File: src/rtl/sdram_pkg.sv
// Shared SDRAM definitions: command encodings ({cs_n,ras_n,cas_n,we_n}),
// arbiter state encoding and default address/bank widths.
package sdram_pkg;

  localparam int unsigned SDRAM_ADDR_W = 13;
  localparam int unsigned SDRAM_BA_W   = 2;

  localparam logic [3:0] CMD_NOP       = 4'b0111;
  localparam logic [3:0] CMD_PRECHARGE = 4'b0010;
  localparam logic [3:0] CMD_AREFRESH  = 4'b0001;
  localparam logic [3:0] CMD_ACTIVE    = 4'b0011;
  localparam logic [3:0] CMD_WRITE     = 4'b0100;
  localparam logic [3:0] CMD_READ      = 4'b0101;
  localparam logic [3:0] CMD_MRS       = 4'b0000;

  typedef enum logic [2:0] {
    StInit    = 3'd0,
    StIdle    = 3'd1,
    StRefresh = 3'd2,
    StWrite   = 3'd3,
    StRead    = 3'd4
  } arbit_state_e;

endpackage

File: src/rtl/sdram_arbit_if.sv
// Bundle of every client handshake and SDRAM pin signal around sdram_arbit.
// Modports:
//   master - client side (init/refresh/write/read engines + pin consumer)
//   slave  - arbiter side (sdram_arbit)
// Optional macro ARBIT_BURST_BREAK_EN adds arbit_break (arbiter -> clients).
interface sdram_arbit_if #(
  parameter int unsigned ADDR_W = sdram_pkg::SDRAM_ADDR_W,
  parameter int unsigned BA_W   = sdram_pkg::SDRAM_BA_W
);

  // Init engine
  logic [3:0]        init_cmd;
  logic [ADDR_W-1:0] init_addr;
  logic              init_end;
  // Refresh engine
  logic              arbit_refresh_req;
  logic [3:0]        refresh_cmd;
  logic              refresh_end;
  logic              arbit_refresh_ack;
  // Write engine
  logic              arbit_wr_req;
  logic [3:0]        wr_cmd;
  logic [ADDR_W-1:0] wr_addr;
  logic [BA_W-1:0]   wr_ba;
  logic              wr_end;
  logic              arbit_wr_ack;
  // Read engine
  logic              arbit_rd_req;
  logic [3:0]        rd_cmd;
  logic [ADDR_W-1:0] rd_addr;
  logic [BA_W-1:0]   rd_ba;
  logic              rd_end;
  logic              arbit_rd_ack;
  // SDRAM pins
  logic [3:0]        sdram_cmd;
  logic [ADDR_W-1:0] sdram_addr;
  logic [BA_W-1:0]   sdram_ba;
`ifdef ARBIT_BURST_BREAK_EN
  logic              arbit_break;
`endif

  modport master (
`ifdef ARBIT_BURST_BREAK_EN
    input  arbit_break,
`endif
    output init_cmd, init_addr, init_end,
    output arbit_refresh_req, refresh_cmd, refresh_end,
    output arbit_wr_req, wr_cmd, wr_addr, wr_ba, wr_end,
    output arbit_rd_req, rd_cmd, rd_addr, rd_ba, rd_end,
    input  arbit_refresh_ack, arbit_wr_ack, arbit_rd_ack,
    input  sdram_cmd, sdram_addr, sdram_ba
  );

  modport slave (
`ifdef ARBIT_BURST_BREAK_EN
    output arbit_break,
`endif
    input  init_cmd, init_addr, init_end,
    input  arbit_refresh_req, refresh_cmd, refresh_end,
    input  arbit_wr_req, wr_cmd, wr_addr, wr_ba, wr_end,
    input  arbit_rd_req, rd_cmd, rd_addr, rd_ba, rd_end,
    output arbit_refresh_ack, arbit_wr_ack, arbit_rd_ack,
    output sdram_cmd, sdram_addr, sdram_ba
  );

endinterface

File: src/rtl/sdram_arbit.sv
// SDRAM command/address pin arbiter. Grants the pins to one of four clients:
// init (unconditional until init_end), then refresh > write > read by fixed
// priority from IDLE. Every grant returns through IDLE, so grants are always
// separated by at least one NOP cycle.
// Ports:
//   sysclk_100M - only clock
//   rst         - synchronous, active-high reset (forces INIT)
//   bus         - sdram_arbit_if.slave: client req/ack/end handshakes,
//                 client cmd/addr/ba, and the SDRAM cmd/addr/ba pins
// Optional macro ARBIT_BURST_BREAK_EN: drives bus.arbit_break high while a
// write/read burst holds the pins and refresh is pending.
module sdram_arbit #(
  parameter int unsigned ADDR_W  = sdram_pkg::SDRAM_ADDR_W,
  parameter int unsigned BA_W    = sdram_pkg::SDRAM_BA_W,
  parameter logic [3:0]  CMD_NOP = sdram_pkg::CMD_NOP
) (
  input  logic          sysclk_100M,
  input  logic          rst,
  sdram_arbit_if.slave  bus
);

  import sdram_pkg::*;

  arbit_state_e state_q, state_d;

  logic [3:0]        cmd_mux;
  logic [ADDR_W-1:0] addr_mux;
  logic [BA_W-1:0]   ba_mux;

  // Next-state: each owner leaves only on its own *_end; a simultaneous end
  // and request always passes through IDLE before the next grant.
  always_comb begin
    state_d = state_q;
    unique case (state_q)
      StInit: begin
        if (bus.init_end) state_d = StIdle;
      end
      StIdle: begin
        if (bus.arbit_refresh_req)  state_d = StRefresh;
        else if (bus.arbit_wr_req)  state_d = StWrite;
        else if (bus.arbit_rd_req)  state_d = StRead;
      end
      StRefresh: begin
        if (bus.refresh_end) state_d = StIdle;
      end
      StWrite: begin
        if (bus.wr_end) state_d = StIdle;
      end
      StRead: begin
        if (bus.rd_end) state_d = StIdle;
      end
      default: state_d = StInit;
    endcase
  end

  always_ff @(posedge sysclk_100M) begin
    if (rst) state_q <= StInit;
    else     state_q <= state_d;
  end

  // Acks decode the registered state only; no path from any request.
  assign bus.arbit_refresh_ack = (state_q == StRefresh);
  assign bus.arbit_wr_ack      = (state_q == StWrite);
  assign bus.arbit_rd_ack      = (state_q == StRead);

  // Pin mux: zero-cycle pass-through of the current owner's registered outputs.
  always_comb begin
    cmd_mux  = CMD_NOP;
    addr_mux = '0;
    ba_mux   = '0;
    unique case (state_q)
      StInit: begin
        cmd_mux  = bus.init_cmd;
        addr_mux = bus.init_addr;
      end
      StIdle: begin
        cmd_mux = CMD_NOP;
      end
      StRefresh: begin
        cmd_mux = bus.refresh_cmd;
      end
      StWrite: begin
        cmd_mux  = bus.wr_cmd;
        addr_mux = bus.wr_addr;
        ba_mux   = bus.wr_ba;
      end
      StRead: begin
        cmd_mux  = bus.rd_cmd;
        addr_mux = bus.rd_addr;
        ba_mux   = bus.rd_ba;
      end
      default: begin
        cmd_mux = CMD_NOP;
      end
    endcase
  end

  assign bus.sdram_cmd  = cmd_mux;
  assign bus.sdram_addr = addr_mux;
  assign bus.sdram_ba   = ba_mux;

`ifdef ARBIT_BURST_BREAK_EN
  logic break_q, break_d;

  // Based on state_d so the flag drops on the same edge the burst ends.
  assign break_d = ((state_d == StWrite) || (state_d == StRead)) && bus.arbit_refresh_req;

  always_ff @(posedge sysclk_100M) begin
    if (rst) break_q <= 1'b0;
    else     break_q <= break_d;
  end

  assign bus.arbit_break = break_q;
`endif

endmodule

File: src/flat_wrapper.sv
// flat-port wrapper written by rule: the top's interface ports become plain ports
module sdram_arbit_flat import sdram_pkg::*;
#(
  parameter int unsigned ADDR_W  = sdram_pkg::SDRAM_ADDR_W,
  parameter int unsigned BA_W    = sdram_pkg::SDRAM_BA_W,
  parameter logic [3:0]  CMD_NOP = sdram_pkg::CMD_NOP
)
  (sysclk_100M, rst, bus_init_cmd, bus_init_addr, bus_init_end, bus_arbit_refresh_req, bus_refresh_cmd, bus_refresh_end, bus_arbit_wr_req, bus_wr_cmd, bus_wr_addr, bus_wr_ba, bus_wr_end, bus_arbit_rd_req, bus_rd_cmd, bus_rd_addr, bus_rd_ba, bus_rd_end, bus_arbit_refresh_ack, bus_arbit_wr_ack, bus_arbit_rd_ack, bus_sdram_cmd, bus_sdram_addr, bus_sdram_ba);
  sdram_arbit_if #(.ADDR_W(ADDR_W), .BA_W(BA_W)) bus_i ();
  input  logic sysclk_100M;
  input  logic rst;
  input wire logic [$bits(bus_i.init_cmd)-1:0] bus_init_cmd;
  input wire logic [$bits(bus_i.init_addr)-1:0] bus_init_addr;
  input wire logic [$bits(bus_i.init_end)-1:0] bus_init_end;
  input wire logic [$bits(bus_i.arbit_refresh_req)-1:0] bus_arbit_refresh_req;
  input wire logic [$bits(bus_i.refresh_cmd)-1:0] bus_refresh_cmd;
  input wire logic [$bits(bus_i.refresh_end)-1:0] bus_refresh_end;
  input wire logic [$bits(bus_i.arbit_wr_req)-1:0] bus_arbit_wr_req;
  input wire logic [$bits(bus_i.wr_cmd)-1:0] bus_wr_cmd;
  input wire logic [$bits(bus_i.wr_addr)-1:0] bus_wr_addr;
  input wire logic [$bits(bus_i.wr_ba)-1:0] bus_wr_ba;
  input wire logic [$bits(bus_i.wr_end)-1:0] bus_wr_end;
  input wire logic [$bits(bus_i.arbit_rd_req)-1:0] bus_arbit_rd_req;
  input wire logic [$bits(bus_i.rd_cmd)-1:0] bus_rd_cmd;
  input wire logic [$bits(bus_i.rd_addr)-1:0] bus_rd_addr;
  input wire logic [$bits(bus_i.rd_ba)-1:0] bus_rd_ba;
  input wire logic [$bits(bus_i.rd_end)-1:0] bus_rd_end;
  output wire logic [$bits(bus_i.arbit_refresh_ack)-1:0] bus_arbit_refresh_ack;
  output wire logic [$bits(bus_i.arbit_wr_ack)-1:0] bus_arbit_wr_ack;
  output wire logic [$bits(bus_i.arbit_rd_ack)-1:0] bus_arbit_rd_ack;
  output wire logic [$bits(bus_i.sdram_cmd)-1:0] bus_sdram_cmd;
  output wire logic [$bits(bus_i.sdram_addr)-1:0] bus_sdram_addr;
  output wire logic [$bits(bus_i.sdram_ba)-1:0] bus_sdram_ba;
  assign bus_i.init_cmd = bus_init_cmd;
  assign bus_i.init_addr = bus_init_addr;
  assign bus_i.init_end = bus_init_end;
  assign bus_i.arbit_refresh_req = bus_arbit_refresh_req;
  assign bus_i.refresh_cmd = bus_refresh_cmd;
  assign bus_i.refresh_end = bus_refresh_end;
  assign bus_i.arbit_wr_req = bus_arbit_wr_req;
  assign bus_i.wr_cmd = bus_wr_cmd;
  assign bus_i.wr_addr = bus_wr_addr;
  assign bus_i.wr_ba = bus_wr_ba;
  assign bus_i.wr_end = bus_wr_end;
  assign bus_i.arbit_rd_req = bus_arbit_rd_req;
  assign bus_i.rd_cmd = bus_rd_cmd;
  assign bus_i.rd_addr = bus_rd_addr;
  assign bus_i.rd_ba = bus_rd_ba;
  assign bus_i.rd_end = bus_rd_end;
  assign bus_arbit_refresh_ack = bus_i.arbit_refresh_ack;
  assign bus_arbit_wr_ack = bus_i.arbit_wr_ack;
  assign bus_arbit_rd_ack = bus_i.arbit_rd_ack;
  assign bus_sdram_cmd = bus_i.sdram_cmd;
  assign bus_sdram_addr = bus_i.sdram_addr;
  assign bus_sdram_ba = bus_i.sdram_ba;
  sdram_arbit #(.ADDR_W(ADDR_W), .BA_W(BA_W), .CMD_NOP(CMD_NOP)) u_core (.sysclk_100M(sysclk_100M), .rst(rst), .bus(bus_i));
endmodule
File: config.mk
export PLATFORM = sky130hd
export DESIGN_NAME = sdram_arbit_flat
export DESIGN_NICKNAME = d
export VERILOG_FILES = /design/src/rtl/sdram_pkg.sv /design/src/rtl/sdram_arbit_if.sv /design/src/rtl/sdram_arbit.sv /design/src/flat_wrapper.sv
export SDC_FILE = /design/constraint.sdc
export NUM_CORES = 1
export LEC_CHECK = 0
export BUFFER_PORTS_ARGS = -buffer_cell sky130_fd_sc_hd__clkbuf_2
export CORE_ASPECT_RATIO = 0.9
export CORE_UTILIZATION = 27
export DETAILED_ROUTE_END_ITERATION = 10
export PLACE_DENSITY = 0.75
export RECOVER_POWER = 50
export SYNTH_ARGS = -nofsm -noshare
export SYNTH_HDL_FRONTEND = slang
export SYNTH_SLANG_ARGS = --single-unit
File: constraint.sdc
create_clock -name sysclk_100M -period 1.3 [get_ports sysclk_100M]
set_input_delay 0.065 -clock sysclk_100M [delete_from_list [all_inputs] [get_ports sysclk_100M]]
set_output_delay 0.065 -clock sysclk_100M [all_outputs]
set_load 0.02 [all_outputs]
# Yosys cells after proc, flatten, opt, wreduce, memory -nomap -nowiden
# Index checks and enable logic that the tools add are counted.
# classes
eq_ne	9
n_mux	11
n_reduce_logical	2
# ops
operator	count
$pmux 13 s3	1
$mux 3	7
$pmux 4 s4	1
$pmux 3 s5	1
$ne 2x2->1 const B	4
$eq 3x2->1 const B	2
$reduce_and 5->1	1
$ne 4x4->1 const B	1
$pmux 2 s2	1
$eq 3x1->1 const B	1
$eq 3x3->1 const B	1
$logic_not 3->1	1
# totals
reg_bits	3
in_bits	68
out_inout_bits	22
elab_cells	23

# Longest topological paths before layout
# Gate-level depths: netlist of the first run.
# logic_depth
depth_word	4
depth_mapped	7
ltp_nobuf	4

# Worst setup path after synthesis of the first run
# OpenSTA, ideal clock, no wires.
# synth_path
kind	register -> output
from	register u_core.state_q[0]
to	output bus_sdram_addr[10]
arrival_ns	1.469
required_time_ns	1.235
slack_ns	-0.234
path_stages_with_launch	8
path_buffers	3
cell_sequence	dfxtp_1 > buf_6 > or3b_1 > buf_6 > inv_2 > buf_4 > nand2_1 > o21ai_0
# synth_via
elab_chain_len	2
elab_cells_between_ends	4
cone_classes	2 x eq/ne; 1 x mux; 1 x reduce/logical
# synth_rtl
item	line_no	rtl
start, declared	sdram_arbit.sv:24	arbit_state_e state_q, state_d;
start signal, assigned	sdram_arbit.sv:57	if (rst) state_q <= StInit;
start signal, assigned	sdram_arbit.sv:58	else state_q <= state_d;
$eq 3x3->1	n/a	
via bus_arbit_rd_ack	flat_wrapper.sv:30	output wire logic [$bits(bus_i.arbit_rd_ack)-1:0] bus_arbit_rd_ack;
$pmux 13 s3	sdram_arbit.sv:71	unique case (state_q)
end, declared	flat_wrapper.sv:32	output wire logic [$bits(bus_i.sdram_addr)-1:0] bus_sdram_addr;
# The timed path passes the listed nets, and every way through them passes these cells.

# Worst setup path in the final report of the first run
# layout_path
from	register u_core.state_q[1]
to	output bus_sdram_addr[8]
# layout_via
elab_chain_len	2
elab_cells_between_ends	4
cone_classes	2 x eq/ne; 1 x mux; 1 x reduce/logical
# layout_rtl
item	line_no
$eq 3x3->1, or another cell as far along	sdram_arbit.sv:71
$pmux 13 s3 (*)	sdram_arbit.sv:71
# Mark *: on every way between the ends. The rest lies on a longest branch, timed or not.

==> flow_metrics.tcl, run 1 <==
set metrics [dict create \
    outcome "finished with violations" \
    violations "negative setup slack" \
    clockPowerShare_pct 12.0 \
    grt_use_met3_pct 3.81 \
    largestRegisters "u_core.state_q: 3 flops" \
    core.rowCount 16 \
    antenna_cells 0 \
    reg2reg_slack_ns -0.11 \
    final-setup-viol-count 24 \
    cts_hold_buf 0 \
    seq_power_share_pct 8.5 \
    fin_setup_tns_ns -5.41 \
    p_leak_nw 0.736 \
    clkTransAtPathRegs_ns 0.04 \
    power.internal_uw 801 \
    worstSkewPairLatency_ns 0.24 \
    syn-instance-count 96 \
    cts_tree "yes" \
    setup_slack_ns -0.312 \
    p_total_mw 1.44 \
    coreArea_sq_um 2200 \
    crit_type "reg -> out" \
    fin_crit_sh_pct 124 \
    p_sw_share_pct 44.3 \
    cp_top_family "simple AND/OR/NAND/NOR gates" \
    cp-startpoint "u_core.state_q[1]$_SDFFE_PP0P_" \
    post_dp_cell_area_sq_um 1210 \
    post-dp-hpwl_mm 2.16 \
    grt_use_met1_pct 23.0 \
    crit_path_end "bus_sdram_addr[8]" \
    fin_skew_ns 0.00380 \
    regArea_sq_um 63.8 \
    grt_usage_pct 22.8 \
    rr_worst_depth 4 \
    busiest_layer "met2" \
    htreeDepth 1 \
    drv_slew 0 \
    initial_core_util_pct 28.7 \
    drt-total-wl_mm 2.97 \
    slew_headroom_pct 84.5 \
    critical_path.cell_chain "or3b_4, clkinvlp_4, nand2_1, o21ai_2, clkbuf_8" \
    portBuffers 89 \
    utilization_pct 66.5 \
    ys_ff_latch 3 \
    p_comb_share_pct 79.5 \
    crit_slowest_cell "or3b_4" \
    crit_path_end_kind "output port" \
    synth_area_per_cell_sq_um 6.59 \
    dr.pass1.iters 4 \
    maxCapViolations 0 \
    cp_data_arrival_time_ns 1.55 \
    ioPinCount 90 \
    syn_nets 164 \
    drt_iter0_markers 14 \
    clk_path_buf_depth 2 \
    viasPerCell 5.17 \
    fillers 204 \
    hold_path_class "in -> reg" \
    hold_viol_final 0 \
    fmax_mhz 620 \
    fin_area_sq_um 1470 \
    r2r_start "u_core.state_q[1]$_SDFFE_PP0P_" \
    power_density_nw_per_um2 980 \
    syn_area_sq_um 633 \
    r2r-end "u_core.state_q[1]$_SDFFE_PP0P_" \
    critical_path_depth 5 \
    finalWeightedCongestion 0.764 \
    drc 0 \
    fp.dieW_um 53.0 \
    vias 1153 \
    grt_overflow 0 \
    worst-path-max-fanout 8 \
    dieHeight_um 47.9 \
    yosys.cell_types.count 26 \
    die_area_sq_um 2540 \
    startpoint_type "register" \
    cpPeakStageDelay_ns 0.46 \
    fin_crit_ns 1.61 \
    antenna_found_initial 0 \
    areaGrowthSynthToFinish_pct 131 \
    cts_inserted_buffers 3 \
    placed_cells 215 \
    drive_gt1_share_pct 73.0 \
    yosysWarningCount 0 \
    clockRootBuffer "clkbuf_4" \
    wl_per_cell_um 13.3 \
    grt_use_met2_pct 46.1 \
    clock_sinks 3 \
    regMostFlops "u_core.state_q" \
    grt_first_pass_wirelength_mm 4.20 \
    layout.nets 265 \
    switching_power_uw 635 \
    cp.required_ns 1.24 \
    crit_buf_inv 2 \
    max-vdd-ir-drop_mv 0.557 \
    grt_max_degree 15 \
    multi_input_area_sq_um 614 \
    grt_pass1_vias 1061 \
    seq_area_frac_synth_pct 9.49 \
    ant_nets 0 \
    rsz0062_at_grt "yes" \
    final_cells 223 \
    tightest_slew_ns 0.231 \
    largest_register_ffs 3 \
]
## worst register-to-register path, cell delays in order, from the launching register on
cell and delay, ns:
dfxtp_2 0.32, buf_4 0.15, or3b_4 0.40, or3_1 0.37, o31ai_1 0.07
## power by group through the flow
| stage | Clock (mW) | Sequential [mW] | Combinational [mW] |
|---|---|---|---|
| after global placement | 0 | 0.119 | 0.897 |
| after global routing | 0.186 | 0.124 | 1.22 |
| after floorplan | 0 | 0.115 | 0.582 |
| final | 0.173 | 0.123 | 1.14 |
| after detailed placement | 0 | 0.120 | 0.920 |
| after CTS | 0.175 | 0.120 | 1.09 |
## logic make-up (layout without fill, tap and decap cells)
kind of cell / Yosys count / count (layout) / synth area share [%]
AOI/OAI and AO/OA: 43 / 43 / 47.4
muxes: 5 / 5 / 7.91
and+or+nand+nor: 31 / 31 / 23.1
DFF: 3 / 3 / 9.49
buffers and inverters: 14 / 114 / 12.1
## through the flow
step / setup WS, ns / hold WS [ns]
floorplan: -0.118 / 0.168
global placement: -0.120 / 0.290
detailed placement: -0.188 / 0.297
CTS: -0.287 / 0.0398
global route: -0.359 / 0.0477
finish: -0.312 / 0.0494
## metal layers
layer / up-vias / wire, um
li1: 562 / -
met1: 512 / 1120
met2: 67 / 1540
met3: 12 / 228
met4: 0 / 80
met5: - / 0
## worst min path at each step
stage               from                              to  slack [ns]  depth (start not counted)
finish               rst  u_core.state_q[1]$_SDFFE_PP0P_        0.05                          2
global route         rst  u_core.state_q[1]$_SDFFE_PP0P_        0.05                          2
CTS                  rst  u_core.state_q[1]$_SDFFE_PP0P_        0.04                          2
detailed placement   rst  u_core.state_q[1]$_SDFFE_PP0P_        0.30                          2
global placement     rst  u_core.state_q[1]$_SDFFE_PP0P_        0.29                          2
floorplan            rst  u_core.state_q[1]$_SDFFE_PP0P_        0.17                          1
## layout make-up
class / instances / share of cell area (%)
Multi-Input combinational cell: 79 / 41.9
Timing Repair inverter: 1 / 0.512
Tap cell: 27 / 2.31
Sequential cell: 3 / 4.36
Timing Repair Buffer: 105 / 47.7
Inverter: 4 / 1.37
Clock buffer: 4 / 1.79
## synth_stat cells, drive strengths merged
library cell | number | area share (%)
a22oi | 13 | 15
a22o | 2 | 2.8
clkbuf | 3 | 1.8
dfxtp | 3 | 9.5
or3b | 2 | 2.8
a211oi | 1 | 2.0
nor4 | 1 | 0.99
nor3 | 4 | 3.2
and2 | 3 | 3.0
nor2 | 4 | 2.4
o31ai | 1 | 1.2
mux2i | 5 | 7.9
inv | 4 | 2.4
o221a | 1 | 1.8
nand2 | 15 | 8.9
o21ai | 14 | 11
or3 | 2 | 2.0
a21oi | 5 | 4.0
o22a | 3 | 4.2
buf | 7 | 7.9
o22ai | 3 | 5.1
## repair_timing
action | CTS | global route
pin swaps | 4 | 1
setup buffers | 3 | 0
gates resized for setup | 44 | 14
endpoints found under the setup margin | 25 | 24
cloned | 1 | 0
## layout by cell type (no fill, tap or decap), drive strengths merged, types with 3 or more instances in the layout
cell | Yosys | final
a21oi | 5 | 5
a22oi | 13 | 13
and2 | 3 | 3
buf | 7 | 21
clkbuf | 3 | 88
dfxtp | 3 | 3
inv | 4 | 4
mux2i | 5 | 5
nand2 | 15 | 15
nor2 | 4 | 4
nor3 | 4 | 4
o21ai | 14 | 14
o22a | 3 | 3
o22ai | 3 | 3
Note: power is estimated with default switching activity, not from simulation.
==> run 2: changes to the inputs <==
- SKIP_LAST_GASP: default -> 1
==> run 2 against run 1 <==
The run still ends with negative setup slack left; register-to-register slack hardly changed; critical endpoint unchanged; sequential share of layout area hardly changed; clock power hardly changed; worst setup slack better by 0.0096 ns; worst hold slack worse by 0.0030 ns; via count is 0.52% higher; clock-buffer cell count stayed put; clock skew hardly changed; non-clock buffer count stayed put.
==> flow_metrics.tcl, run 2 (synthesis gave the netlist of run 1 again) <==
set metrics [dict create \
    portBuffers 89 \
    fin_crit_ns 1.60 \
    multi_input_area_sq_um 621 \
    clkTransAtPathRegs_ns 0.04 \
    reg2reg_slack_ns -0.11 \
    seq_power_share_pct 8.6 \
    max-vdd-ir-drop_mv 0.578 \
    crit_slowest_cell "or3b_4" \
    post_dp_cell_area_sq_um 1210 \
    antenna_found_initial 0 \
    htreeDepth 1 \
    cts_inserted_buffers 3 \
    fin_setup_tns_ns -5.25 \
    utilization_pct 66.8 \
    final_cell_mix "70 x clkbuf_2, 14 x nand2_1, 12 x o21ai_2, 12 x buf_4, 9 x clkbuf_8" \
    drc 0 \
    clock_sinks 3 \
    crit_buf_inv 2 \
    crit_type "reg -> out" \
    cp.required_ns 1.24 \
    r2r_start "u_core.state_q[2]$_SDFFE_PP0P_" \
    outcome "finished with violations" \
    worstSkewPairLatency_ns 0.24 \
    viasPerCell 5.20 \
    violations "negative setup slack" \
    final-setup-viol-count 24 \
    post-dp-hpwl_mm 2.16 \
    layout.nets 265 \
    fmax_mhz 624 \
    maxCapViolations 0 \
    critical_path.cell_chain "or3b_4, clkinvlp_4, nand2_1, o21ai_2, clkbuf_8" \
    placed_cells 215 \
    worst-path-max-fanout 8 \
    core.rowCount 16 \
    fp.dieW_um 53.0 \
    cts_tree "yes" \
    hold_end "u_core.state_q[1]$_SDFFE_PP0P_" \
    clockPowerShare_pct 11.9 \
    clk_path_buf_depth 2 \
    cts_hold_buf 0 \
    antenna_cells 0 \
    p_sw_share_pct 44.1 \
    wl_per_cell_um 13.3 \
    slew_headroom_pct 84.6 \
    hold_path_depth 2 \
    ioPinCount 90 \
    cp_top_family "simple AND/OR/NAND/NOR gates" \
    p_leak_nw 0.739 \
    grt_pass1_vias 1071 \
    grt_first_pass_wirelength_mm 4.22 \
    power_density_nw_per_um2 979 \
    grt_usage_pct 22.9 \
    fillers 206 \
    switching_power_uw 635 \
    finalWeightedCongestion 0.764 \
    holdWs_ns 0.0464 \
    hold_viol_final 0 \
    rr_worst_depth 4 \
    grt_overflow 0 \
    tightest_slew_ns 0.229 \
    fin_area_sq_um 1470 \
    clockRootBuffer "clkbuf_4" \
    die_area_sq_um 2540 \
    dr.pass1.iters 4 \
    r2r-end "u_core.state_q[1]$_SDFFE_PP0P_" \
    areaGrowthSynthToFinish_pct 132 \
    fin_crit_sh_pct 123 \
    drt_iter0_markers 12 \
    drive_gt1_share_pct 73.5 \
    min-delay-start "rst" \
    regArea_sq_um 63.8 \
    p_comb_share_pct 79.5 \
    initial_core_util_pct 28.7 \
    power.internal_uw 806 \
    drv_slew 0 \
    startpoint_type "register" \
    regMostFlops "u_core.state_q" \
    ant_nets 0 \
    hold_path_class "in -> reg" \
    setup_slack_ns -0.302 \
    largest_register_ffs 3 \
    vias 1159 \
    coreArea_sq_um 2200 \
    largestRegisters "u_core.state_q: 3 flops" \
    fin_skew_ns 0.00351 \
    dieHeight_um 47.9 \
    final_common_cell "clkbuf_2" \
    drt-total-wl_mm 2.97 \
    cpPeakStageDelay_ns 0.45 \
    rsz0062_at_grt "yes" \
    grt_max_degree 15 \
    cp_data_arrival_time_ns 1.54 \
    final_cells 223 \
    crit_path_end_kind "output port" \
]
[run 2: cell count changes in the layout (fill, tap and decap cells not counted)]
cell / delta
clkbuf_4: -1
o22ai_2: +1
buf_2: +1
buf_8: -1
buf_6: +1
o22ai_1: -1
clkbuf_8: +1
buf_4: -1
[run 2: final cells by class]
class,instances,area share [%]
timing repair buffer,105,47.5
multi-input combinational,79,42.2
sequential,3,4.34
tap,27,2.30
clock buffer,4,1.79
inverter,4,1.36
timing repair inverter,1,0.510
[run 2: power groups by stage]
stage	Combinational, mW	Sequential (mW)	Clock [mW]
final	1.15	0.124	0.171
after global routing	1.22	0.126	0.186
after CTS	1.09	0.120	0.175
after detailed placement	0.920	0.120	0
after global placement	0.897	0.119	0
after floorplan	0.582	0.115	0
[run 2: how the worst max path moves through the flow]
| stage | to | depth (start not counted) | startpoint |
|---|---|---|---|
| finish | bus_sdram_addr[8] | 5 | u_core.state_q[1]$_SDFFE_PP0P_ |
| global route | bus_sdram_addr[8] | 5 | u_core.state_q[1]$_SDFFE_PP0P_ |
| CTS | bus_sdram_cmd[1] | 4 | u_core.state_q[1]$_SDFFE_PP0P_ |
| detailed placement | bus_sdram_addr[0] | 5 | u_core.state_q[2]$_SDFFE_PP0P_ |
| global placement | bus_sdram_ba[1] | 4 | u_core.state_q[1]$_SDFFE_PP0P_ |
| floorplan | u_core.state_q[0]$_SDFFE_PP0P_ | 6 | u_core.state_q[0]$_SDFFE_PP0P_ |
[run 2: per-stage QoR]
step	power, mW	worst slack [ns]
6_report	1.44	-0.302
5_1_grt	1.54	-0.356
4_1_cts	1.38	-0.287
3_5_place_dp	1.04	-0.188
3_3_place_gp	1.02	-0.120
2_1_floorplan	0.698	-0.118
[run 2: per-layer routing]
layer / GRT usage (%) / vias up / routed length, um
met5: 0 / - / 0
met4: 12.1 / 0 / 76
met3: 3.81 / 10 / 216
met2: 45.6 / 68 / 1530
met1: 23.4 / 520 / 1150
li1: - / 561 / -
[run 2: worst reg2reg max path, stage by stage (launching register included)]
cell     delay, ns
dfxtp_2       0.31
buf_4         0.14
or3b_4        0.43
or3_1         0.37
o31ai_1       0.07
[run 2: timing repair]
item	in CTS	in global routing
setup endpoints to repair	25	25
buffers inserted	3	0
pin swaps	4	3
gates resized for setup	42	17
endpoints found under the hold margin	0	0
cloned	1	0
==> run 3: changes to the inputs <==
- REMOVE_ABC_BUFFERS: default -> 1
==> run 3 against run 2 <==
The run still ends with negative setup slack left; via count down 3.3%; die area unchanged; clock skew down 0.0014 ns; power down 1.5%; largest cell class unchanged.
==> flow_metrics.tcl, run 3 (synthesis gave the netlist of run 1 again) <==
set metrics [dict create \
    outcome "finished with violations" \
    violations "negative setup slack" \
    cp.required_ns 1.24 \
    p_leak_nw 0.708 \
    fin_crit_sh_pct 120 \
    multi_input_area_sq_um 569 \
    regMostFlops "u_core.state_q" \
    fin_skew_ns 0.00213 \
    cp_data_arrival_time_ns 1.50 \
    worstSkewPairLatency_ns 0.24 \
    cts_tree "yes" \
    setup_slack_ns -0.265 \
    final-setup-viol-count 22 \
    post_dp_cell_area_sq_um 1150 \
    finalWeightedCongestion 0.694 \
    clock_sinks 3 \
    initial_core_util_pct 28.7 \
    final_cell_mix "69 x clkbuf_2, 18 x buf_4, 15 x nand2_1" \
    drt-total-wl_mm 2.71 \
    cts_hold_buf 0 \
    core.rowCount 16 \
    holdWs_ns 0.0441 \
    ioPinCount 90 \
    hold_path_class "in -> reg" \
    portBuffers 89 \
    tightest_slew_ns 0.311 \
    antenna_cells 0 \
    drc 0 \
    power_density_nw_per_um2 1020 \
    startpoint_type "register" \
    utilization_pct 63.3 \
    max-vdd-ir-drop_mv 0.791 \
    die_area_sq_um 2540 \
    clkTransAtPathRegs_ns 0.04 \
    drive_gt1_share_pct 66.8 \
    htreeDepth 1 \
    crit_type "reg -> out" \
    grt_max_degree 18 \
    p_total_mw 1.42 \
    dp_slack_ns -0.208 \
    fin_area_sq_um 1390 \
    largest_register_ffs 3 \
    rsz0062_at_grt "yes" \
    areaGrowthSynthToFinish_pct 120 \
    layout.nets 265 \
    clockRootBuffer "clkbuf_4" \
    worst-path-max-fanout 4 \
    largestRegisters "u_core.state_q: 3 flops" \
    slew_headroom_pct 79.1 \
    clk_path_buf_depth 2 \
    coreArea_sq_um 2200 \
    fin_crit_ns 1.57 \
    drv_slew 0 \
    fmax_mhz 639 \
    hold_viol_final 0 \
    dieHeight_um 47.9 \
    dr.pass1.iters 4 \
    maxCapViolations 0 \
    reg2reg_slack_ns -0.20 \
    wl_per_cell_um 12.1 \
    grt_first_pass_wirelength_mm 3.65 \
    fp.dieW_um 53.0 \
    cts_inserted_buffers 3 \
    antenna_found_initial 0 \
    post-dp-hpwl_mm 1.99 \
    grt_overflow 0 \
    final_common_cell "clkbuf_2" \
    viasPerCell 5.03 \
    crit_path_end_kind "output port" \
    ant_nets 0 \
    grt_usage_pct 19.7 \
    fillers 208 \
    regArea_sq_um 63.8 \
    drt_iter0_markers 11 \
    grt_pass1_vias 898 \
    vias 1121 \
]
## run 3: final timing paths
check / cells after the start / to / from
hold reg to reg: 2 / u_core.state_q[0]$_SDFFE_PP0P_ / u_core.state_q[0]$_SDFFE_PP0P_
setup / recovery: 4 / bus_sdram_cmd[0] / u_core.state_q[2]$_SDFFE_PP0P_
hold / removal: 2 / u_core.state_q[1]$_SDFFE_PP0P_ / rst
setup reg to reg: 5 / u_core.state_q[0]$_SDFFE_PP0P_ / u_core.state_q[2]$_SDFFE_PP0P_
## run 3: repair_timing
action,in CTS,in global routing
pin swaps,1,11
endpoints found under the setup margin,23,24
setup buffers,1,3
gates cloned,1,0
hold endpoints to repair,0,0
resized for setup,48,32
## run 3: metal layers
| metal | up-vias | global-route usage (%) | share of wire (%) |
|---|---|---|---|
| met5 | - | 0 | 0 |
| met4 | 0 | 6.84 | 1.0 |
| met3 | 4 | 6.03 | 7.0 |
| met2 | 47 | 37.5 | 54 |
| met1 | 508 | 21.0 | 38 |
| li1 | 562 | - | - |
## run 3: critical path: stages, from the launching register on
cell      delay [ns]
dfxtp_2         0.34
or3b_4          0.43
buf_6           0.14
o22a_1          0.20
clkbuf_8        0.15
## run 3: through the flow
stage / setup TNS (ns) / cells
finish: -4.62 / 223
detailed placement: -3.78 / 214
floorplan: -7.93 / 86
global route: -6.27 / 223
global placement: -2.57 / 214
CTS: -5.00 / 220
## run 3: layout make-up
cell class | instances | share of cell area [%]
clock buffer | 4 | 1.89
inverter | 4 | 1.62
multi-input combinational | 79 | 40.8
sequential | 3 | 4.58
tap | 27 | 2.42
timing repair buffer | 106 | 48.7
## run 3: power breakdown
group          internal (mW)  switching, mW  total (mW)
Combinational          0.571          0.551        1.12
Clock                  0.116         0.0581       0.174
Sequential             0.109         0.0147       0.124
Total                  0.796          0.623        1.42
